===== src/rtl/arbiter_rr_pipe_if.sv =====
`default_nettype none
// ============================================================================
// Module      : arbiter_rr_pipe_if
// Description : Bundle of the N-input valid/ready/last streams and the single
//               registered output stream of arbiter_rr_pipe.
// Revision    : 1.0 - initial release
// ============================================================================
interface arbiter_rr_pipe_if #(
    parameter int DWIDTH = 8,
    parameter int N      = 2,
    parameter int ID_W   = (N > 1) ? $clog2(N) : 1
);
    // Per-channel request side
    logic              in_valid [N-1:0];
    logic [DWIDTH-1:0] in_data  [N-1:0];
    logic              in_last  [N-1:0];
    logic              in_ready [N-1:0];

    // Shared downstream side
    logic              out_valid;
    logic [DWIDTH-1:0] out_data;
    logic              out_last;
    logic [ID_W-1:0]   out_id;
    logic              out_ready;

    // Environment side: drives requests and downstream ready
    modport master (
        output in_valid, in_data, in_last, out_ready,
        input  in_ready, out_valid, out_data, out_last, out_id
    );

    // Arbiter side
    modport slave (
        input  in_valid, in_data, in_last, out_ready,
        output in_ready, out_valid, out_data, out_last, out_id
    );
endinterface
`default_nettype wire


===== src/rtl/arbiter_rr_pipe.sv =====
`default_nettype none
// ============================================================================
// Module      : arbiter_rr_pipe
// Description : N-to-1 valid/ready arbiter with round-robin or fixed priority,
//               packet locking on in_last, and a registered output stage that
//               carries the winning channel index.
// Revision    : 1.0 - initial release
// ============================================================================
module arbiter_rr_pipe #(
    parameter int DWIDTH      = 8,
    parameter int N           = 2,
    parameter int ROUND_ROBIN = 1,
    parameter int ID_W        = (N > 1) ? $clog2(N) : 1
) (
    input  wire logic          clk,
    input  wire logic          rst,
    arbiter_rr_pipe_if.slave   bus
);

    localparam logic [ID_W-1:0] c_last_id = ID_W'(N - 1);

    // Arbitration state
    logic [ID_W-1:0]   r_ptr;
    logic              r_locked;
    logic [ID_W-1:0]   r_lock_id;

    // Output register
    logic              r_out_valid;
    logic [DWIDTH-1:0] r_out_data;
    logic              r_out_last;
    logic [ID_W-1:0]   r_out_id;

    // Combinational arbitration results
    logic [N-1:0]      w_grant;
    logic              w_gnt_any;
    logic [ID_W-1:0]   w_gnt_id;
    logic [ID_W-1:0]   w_cand;
    logic [ID_W-1:0]   w_next_ptr;
    logic              w_load_en;
    logic              w_xfer;

    // Output register may take a new beat when empty or being drained this cycle
    assign w_load_en = !r_out_valid || bus.out_ready;

    // Grant selection: locked owner only, otherwise first valid scanning from ptr
    always_comb begin
        w_grant   = '0;
        w_gnt_any = 1'b0;
        w_gnt_id  = '0;
        w_cand    = '0;
        if (r_locked) begin
            if (bus.in_valid[r_lock_id]) begin
                w_gnt_any = 1'b1;
                w_gnt_id  = r_lock_id;
            end
        end else begin
            for (int k = 0; k < N; k++) begin
                w_cand = ID_W'((int'(r_ptr) + k) % N);
                if (!w_gnt_any && bus.in_valid[w_cand]) begin
                    w_gnt_any = 1'b1;
                    w_gnt_id  = w_cand;
                end
            end
        end
        if (w_gnt_any) begin
            w_grant[w_gnt_id] = 1'b1;
        end
    end

    // A transfer happens whenever a grant meets a loadable output register
    assign w_xfer     = w_gnt_any && w_load_en && !rst;
    assign w_next_ptr = (w_gnt_id == c_last_id) ? '0 : w_gnt_id + 1'b1;

    generate
        for (genvar i = 0; i < N; i++) begin : g_ready
            assign bus.in_ready[i] = w_grant[i] && w_load_en && !rst;
        end
    endgenerate

    // Packet lock and round-robin pointer; pointer only moves past a last beat
    always_ff @(posedge clk) begin
        if (rst) begin
            r_ptr     <= '0;
            r_locked  <= 1'b0;
            r_lock_id <= '0;
        end else if (w_xfer) begin
            if (!bus.in_last[w_gnt_id]) begin
                r_locked  <= 1'b1;
                r_lock_id <= w_gnt_id;
            end else begin
                r_locked <= 1'b0;
                if (ROUND_ROBIN != 0) begin
                    r_ptr <= w_next_ptr;
                end
            end
        end
    end

    // Output stage: load on transfer, drop on drain, otherwise hold stable
    always_ff @(posedge clk) begin
        if (rst) begin
            r_out_valid <= 1'b0;
            r_out_data  <= '0;
            r_out_last  <= 1'b0;
            r_out_id    <= '0;
        end else if (w_xfer) begin
            r_out_valid <= 1'b1;
            r_out_data  <= bus.in_data[w_gnt_id];
            r_out_last  <= bus.in_last[w_gnt_id];
            r_out_id    <= w_gnt_id;
        end else if (bus.out_ready) begin
            r_out_valid <= 1'b0;
        end
    end

    assign bus.out_valid = r_out_valid;
    assign bus.out_data  = r_out_data;
    assign bus.out_last  = r_out_last;
    assign bus.out_id    = r_out_id;

endmodule
`default_nettype wire


===== src/flat_wrapper.sv =====
// flat-port wrapper written by rule: the top's interface ports become plain ports
module arbiter_rr_pipe_flat 
#(
    parameter int DWIDTH      = 8,
    parameter int N           = 2,
    parameter int ROUND_ROBIN = 1,
    parameter int ID_W        = (N > 1) ? $clog2(N) : 1
)
  (clk, rst, bus_in_valid, bus_in_data, bus_in_last, bus_out_ready, bus_in_ready, bus_out_valid, bus_out_data, bus_out_last, bus_out_id);
  arbiter_rr_pipe_if #(.DWIDTH(DWIDTH), .N(N), .ID_W(ID_W)) bus_i ();
  input  wire logic clk;
  input  wire logic rst;
  input wire logic [$bits(bus_i.in_valid)-1:0] bus_in_valid;
  input wire logic [$bits(bus_i.in_data)-1:0] bus_in_data;
  input wire logic [$bits(bus_i.in_last)-1:0] bus_in_last;
  input wire logic [$bits(bus_i.out_ready)-1:0] bus_out_ready;
  output wire logic [$bits(bus_i.in_ready)-1:0] bus_in_ready;
  output wire logic [$bits(bus_i.out_valid)-1:0] bus_out_valid;
  output wire logic [$bits(bus_i.out_data)-1:0] bus_out_data;
  output wire logic [$bits(bus_i.out_last)-1:0] bus_out_last;
  output wire logic [$bits(bus_i.out_id)-1:0] bus_out_id;
  assign bus_i.in_valid = {>>{bus_in_valid}};
  assign bus_i.in_data = {>>{bus_in_data}};
  assign bus_i.in_last = {>>{bus_in_last}};
  assign bus_i.out_ready = bus_out_ready;
  assign bus_in_ready = {>>{bus_i.in_ready}};
  assign bus_out_valid = bus_i.out_valid;
  assign bus_out_data = bus_i.out_data;
  assign bus_out_last = bus_i.out_last;
  assign bus_out_id = bus_i.out_id;
  arbiter_rr_pipe #(.DWIDTH(DWIDTH), .N(N), .ROUND_ROBIN(ROUND_ROBIN), .ID_W(ID_W)) u_core (.clk(clk), .rst(rst), .bus(bus_i));
endmodule

===== config.mk =====
export PLATFORM = sky130hd
export DESIGN_NAME = arbiter_rr_pipe_flat
export DESIGN_NICKNAME = d
export VERILOG_FILES = /design/src/rtl/arbiter_rr_pipe_if.sv /design/src/rtl/arbiter_rr_pipe.sv /design/src/flat_wrapper.sv
export SDC_FILE = /design/constraint.sdc
export NUM_CORES = 1
export LEC_CHECK = 0
export ABC_CLOCK_PERIOD_IN_PS = 1910
export BUFFER_PORTS_ARGS = -buffer_cell sky130_fd_sc_hd__buf_2
export CORE_MARGIN = 4
export CORE_UTILIZATION = 44
export DETAILED_ROUTE_END_ITERATION = 16
export GPL_TIMING_DRIVEN = 0
export PLACE_DENSITY_LB_ADDON = 0.25
export SETUP_SLACK_MARGIN = 0.2
export SLEW_MARGIN = 30
export SYNTH_ARGS = -nofsm -noshare
export SYNTH_HDL_FRONTEND = slang
export SYNTH_SLANG_ARGS = --single-unit

===== constraint.sdc =====
create_clock -name clk -period 1.91 [get_ports clk]
set_input_delay 0.0955 -clock clk [delete_from_list [all_inputs] [get_ports clk]]
set_output_delay 0.0955 -clock clk [all_outputs]
set_load 0.02 [all_outputs]

* Word-level counts from Yosys, hierarchy flattened
Index checks and enable logic that the tools add are counted.
** Storage, ports and cells
- Output and inout bits :: 13
- Word-level logic and storage cells :: 56
- Register bits :: 14
- Input bits :: 23
** Cells by class
- Bitwise logic cells :: 1
- Reduce and logical (&&, ||, !) cells :: 15
- Muxes and demuxes :: 26
- Add/sub/neg operators :: 2
- $lt $le $gt $ge :: 5
** Operators by type and width (count)
- $mux W1 :: 22
- $mux W8 :: 2
- $logic_and A1 B1 Y1 :: 8
- $lt A1 B2 Y1 const B :: 4
- $reduce_and A2 Y1 :: 2
- $logic_not A1 Y1 :: 3
- $add A1 B1 Y1 const B :: 2
- $mux W2 :: 1
- $reduce_bool A2 Y1 :: 1
- $demux W1 S1 :: 1
- $ge A1 B1 Y1 const B :: 1
- $logic_or A1 B1 Y1 :: 1
- $not A1 Y1 :: 1

* Logic depth before layout (Yosys ltp)
- Depth after elaboration :: 15
- Gate-level depth with buffers :: 5
- Gate-level depth less buffers :: 4

* Worst setup path before layout
No wires, ideal clock.
- Path kind :: reg-to-reg
- Start point :: register u_core.r_out_valid (netlist: u_core.bus.out_valid)
- End point :: register u_core.r_lock_id
- Arrival :: 1428 ps
- Library setup time :: 133 ps
- Stages on the path, launching flop included :: 5
- Data required time :: 1777 ps
- Slack :: 348 ps
- Buffers on the path :: 0
- Clock period less this slack :: 1562 ps
- Cells stage by stage :: dfxtp_1 -> nor2b_1 -> a2111oi_4 -> and2_1 -> a221oi_1
** Between the ends
- Word-level cells in the longest chain between the ends :: 5
** Ends and longest elaborated chain
- from (decl) :: RTL line arbiter_rr_pipe.sv:28 : logic r_out_valid;
- from (signal assigned) :: RTL line arbiter_rr_pipe.sv:102 : r_out_valid <= 1'b0;
- from (signal assigned) :: RTL line arbiter_rr_pipe.sv:107 : r_out_valid <= 1'b1;
- from (signal assigned) :: RTL line arbiter_rr_pipe.sv:112 : r_out_valid <= 1'b0;
- $logic_not A1 Y1 :: RTL line arbiter_rr_pipe.sv:43 : assign w_load_en = !r_out_valid || bus.out_ready;
- $logic_or A1 B1 Y1 :: RTL line arbiter_rr_pipe.sv:43
- $logic_and A1 B1 Y1 (2 in series) :: RTL line arbiter_rr_pipe.sv:71 : assign w_xfer = w_gnt_any && w_load_en && !rst;
- $reduce_and A2 Y1 (no source line)
- to (signal assigned) :: RTL line arbiter_rr_pipe.sv:89 : r_lock_id <= w_gnt_id;
- to (decl) :: RTL line arbiter_rr_pipe.sv:25 : logic [ID_W-1:0] r_lock_id;
No other way between the ends.
A chain may end at the register's enable or synchronous reset.

* Worst setup path after layout
- Start point :: register u_core.r_lock_id
- End point :: output bus_in_ready[0]
** Between the ends
- Word-level cells in the longest chain between the ends :: 11
- Elaborated cells on any way between the ends :: 14
- Those cells by class :: order compare (2); mux (9); reduce/logical (3)
** Ends and longest elaborated chain
- $mux W1 (implied by the code) (2 in series) :: RTL line arbiter_rr_pipe.sv:52 : if (bus.in_valid[r_lock_id]) begin
- $mux W1 :: RTL line arbiter_rr_pipe.sv:52
- $mux W1 :: RTL line arbiter_rr_pipe.sv:51 : if (r_locked) begin
- $lt A1 B2 Y1 (implied by the code) or $ge A1 B1 Y1 (tied branches) :: RTL line arbiter_rr_pipe.sv:66 : w_grant[w_gnt_id] = 1'b1;
- $logic_and A1 B1 Y1 (implied by the code) :: RTL line arbiter_rr_pipe.sv:66
- $mux W1 (implied by the code) :: RTL line arbiter_rr_pipe.sv:66
- $demux W1 S1
- $mux W2 * :: RTL line arbiter_rr_pipe.sv:65 : if (w_gnt_any) begin
- $logic_and A1 B1 Y1 * (2 in series) :: RTL line arbiter_rr_pipe.sv:76 : assign bus.in_ready[i] = w_grant[i] && w_load_en && !rst;
- to (decl) :: RTL line flat_wrapper.sv:17 : output wire logic [$bits(bus_i.in_ready)-1:0] bus_in_ready;
Every way passes the cells marked *; elsewhere a longest branch is shown, timed or not. The select of a mux whose other input is x is not followed.

==> results by group <==
Run status
  – Status: completed

Power and ir drop
  – Pwr Total: 780 uW
  – P per Cell Area: 782 nW/um2
  – Pleak: 0.489 nW
  – Worst VDD drop: 0.528 mV

Synthesis
  – Async set or reset register ratio after synthesis: 0
  – Mean Syn Cell Area: 10.3 um2
  – Top cells by count, synth: 14 x dfxtp_1, 14 x nor2_1, 10 x mux2i_1
  – EDFF count, synth: 0
  – Area contributors post-synth: dfxtp_1 38%, a211oi_2 14%, mux2i_1 14%
  – Post-synth top flop: dfxtp_1
  – Seq/Total Area, Yosys: 0.384
  – FF+latch count, synth: 14
  – Top cell type's share of synthesized area: 0.384
  – Post-Synthesis Cell Area: 731 um2
  – Synth cell types: 22
  – Post-synthesis cell count: 71
  – Yosys top cell by area: dfxtp_1
  – Yosys Warn Count: 0
  – Syn Nets: 94

Flow run
  – Max-cap violations: 0

Detailed routing
  – DRT Pass-1 Iters: 6
  – Final wirelength: 1740 um
  – Antenna viol nets, final: 0
  – Vias per cell: 5.23
  – Routed WL per cell: 13.6 um
  – # DRC: 0
  – Initial detailed-routing violation count: 3
  – Via count: 670

STA
  – Clock skew: 0.00297 ns
  – Final period utilization: 0.869
  – Upper clock frequency limit: 0.603 GHz
  – Slew headroom: 0.565
  – RSZ-0062 raised after global routing: yes
  – Slew @ Worst Pin: 0.652 ns
  – # setup viols final: 0
  – Slew Viols, Final: 0
  – Final hold vios: 0
  – Setup TNS: 0 ns
  – Fin crit period: 1.66 ns

Global route
  – Grt total ovfl: 0
  – Pin count of the biggest net entering global routing: 11
  – Number of global-route vias before repair: 666
  – First-pass GRT wire length: 2910 um
  – Initial antenna violation count: 0
  – GRT Total Usage: 0.155

Placement
  – I/O Buffers: 35
  – DP Wirelength: 1250 um
  – Routability congestion estimate from global placement: 0.758

Final layout
  – ANT cells: 0
  – Layout area overhead: 36.5%
  – Final net count: 136
  – Filler instances: 138
  – Share of layout cells above drive strength 1: 0.518

Clocking
  – Hold bufs inserted after CTS: 0
  – CTS Buf Count: 3
  – CTS root buf: clkbuf_4
  – CTS clk-pin slew, worst paths: 0.09 ns
  – Clk buf depth: 2
  – CTS tree: yes
  – Clk sinks: 14
  – Htree depth: 1
  – Worst skew pair latency: 0.28 ns

Critical path
  – R2R Setup Slk: 0.31 ns
  – Critical path, cell by cell: mux2i_2 > a2111oi_4 > and2_1 > buf_6
  – Crit-path slowest cell: a2111oi_4
  – Crit start category: register
  – Reg2reg start: u_core.r_lock_id
  – WP data arrival: 1.56 ns
  – Max incr delay on CP: 0.42 ns
  – Worst Setup EP: bus_in_ready[0]
  – Crit. End Element: output pin
  – Crit. Startpoint: u_core.r_lock_id
  – FF-to-FF End: u_core.bus.out_data[6]
  – CP Data Required Time: 1.81 ns
  – Worst reg-to-reg path cell count: 6
  – Worst setup path class: register to output pin
  – CP max FO: 3

Floorplanning
  – Initial Util: 0.474
  – # IOs: 36
  – Die Y: 48.8 um
  – Chip Width: 48.8 um
  – # rows: 14
  – Die ar.: 2380 um2
  – Core box area: 1540 um2

Hold path
  – Tightest Hold Check Type: input port to register
## critical path, delay by kind of cell, from the launching register on
family,cells,cell delay [ns]
AOI/OAI and AO/OA,1,0.42
buffers and inverters,1,0.12
DFF,1,0.37
muxes,1,0.16
and+or+nand+nor,1,0.22
## worst min path at each step
| stage | from | endpoint | slack (ns) | cells past startpoint |
|---|---|---|---|---|
| global placement | bus_in_last[0] | u_core.r_ptr | 0.37 | 3 |
| floorplan | rst | u_core.bus.out_data[2] | 0.17 | 1 |
| global route | rst | u_core.bus.out_data[2] | 0.07 | 2 |
| finish | rst | u_core.r_lock_id | 0.07 | 2 |
| CTS | rst | u_core.bus.out_data[2] | 0.07 | 2 |
| detailed placement | rst | u_core.bus.out_data[2] | 0.38 | 2 |
## cells in the final DEF (no fill, tap or decap), types with 2 or more instances in the layout
cell type / Yosys / routed
a21oi_1: 2 / 2
inv_1: 3 / 3
buf_6: 1 / 3
a211oi_2: 8 / 8
clkbuf_4: 0 / 3
nand2b_1: 2 / 2
mux2i_1: 10 / 9
buf_2: 0 / 33
nor2_1: 14 / 14
dfxtp_1: 14 / 13
buf_4: 2 / 4
nor2b_1: 2 / 2
a211oi_1: 2 / 2
## timing repair
| item | CTS | global route |
|---|---|---|
| pin swaps | 1 | 3 |
| resized for setup | 0 | 7 |
| buffers inserted | 1 | 1 |
| setup endpoints to repair | 2 | 3 |
## metal layers
| layer | global-route usage | vias up | part of all wire |
|---|---|---|---|
| met5 | 0 | - | 0 |
| met4 | 0.0807 | 0 | 0.0052 |
| met3 | 0.0521 | 2 | 0.067 |
| met2 | 0.252 | 22 | 0.51 |
| met1 | 0.179 | 305 | 0.42 |
| li1 | - | 341 | - |
## registers in the layout, summed over array words and instances, names as in the netlist
name,cells
u_core.bus.out_data,8
u_core.bus.out_id,1
u_core.bus.out_last,1
u_core.bus.out_valid,1
u_core.r_lock_id,1
u_core.r_locked,1
u_core.r_ptr,1
## cell type report
type	count	area, um2	share of cell area
Multi-Input combinational cell	50	413	0.414
Buffer	4	30.0	0.0301
Clock buffer	4	36.3	0.0364
Timing Repair Buffer	37	203	0.203
Inverter	3	11.3	0.0113
Tap cell	16	20.0	0.0201
Sequential cell	14	284	0.285
## power by group
part	internal (mW)	leakage (nW)	switching (mW)	total, mW
clock	0.116	0.0210	0.101	0.217
combinational	0.104	0.352	0.125	0.229
sequential	0.318	0.116	0.0155	0.334
total	0.538	0.489	0.241	0.780
## stage by stage
| step | worst slack (ns) | utilization | std cells | hold WS, ns | cell area (um2) |
|---|---|---|---|---|---|
| after floorplan | 0.348 | - | 71 | 0.168 | 731 |
| after global placement | 0.315 | 0.601 | 122 | 0.375 | 926 |
| after detailed placement | 0.265 | 0.601 | 122 | 0.378 | 926 |
| after CTS | 0.261 | 0.629 | 127 | 0.0737 | 970 |
| after global routing | 0.176 | 0.647 | 128 | 0.0737 | 997 |
| final | 0.251 | 0.647 | 128 | 0.0729 | 997 |
## kinds of logic (layout without fill, tap and decap cells)
kind of cell	after synthesis	count (layout)	share of synthesized area
and+or+nand+nor	22	22	0.140
AOI/OAI and AO/OA	17	17	0.267
DFF	14	14	0.384
muxes	11	11	0.152
buffers and inverters	7	48	0.0565
No activity file was read; power rests on OpenSTA's default activity.
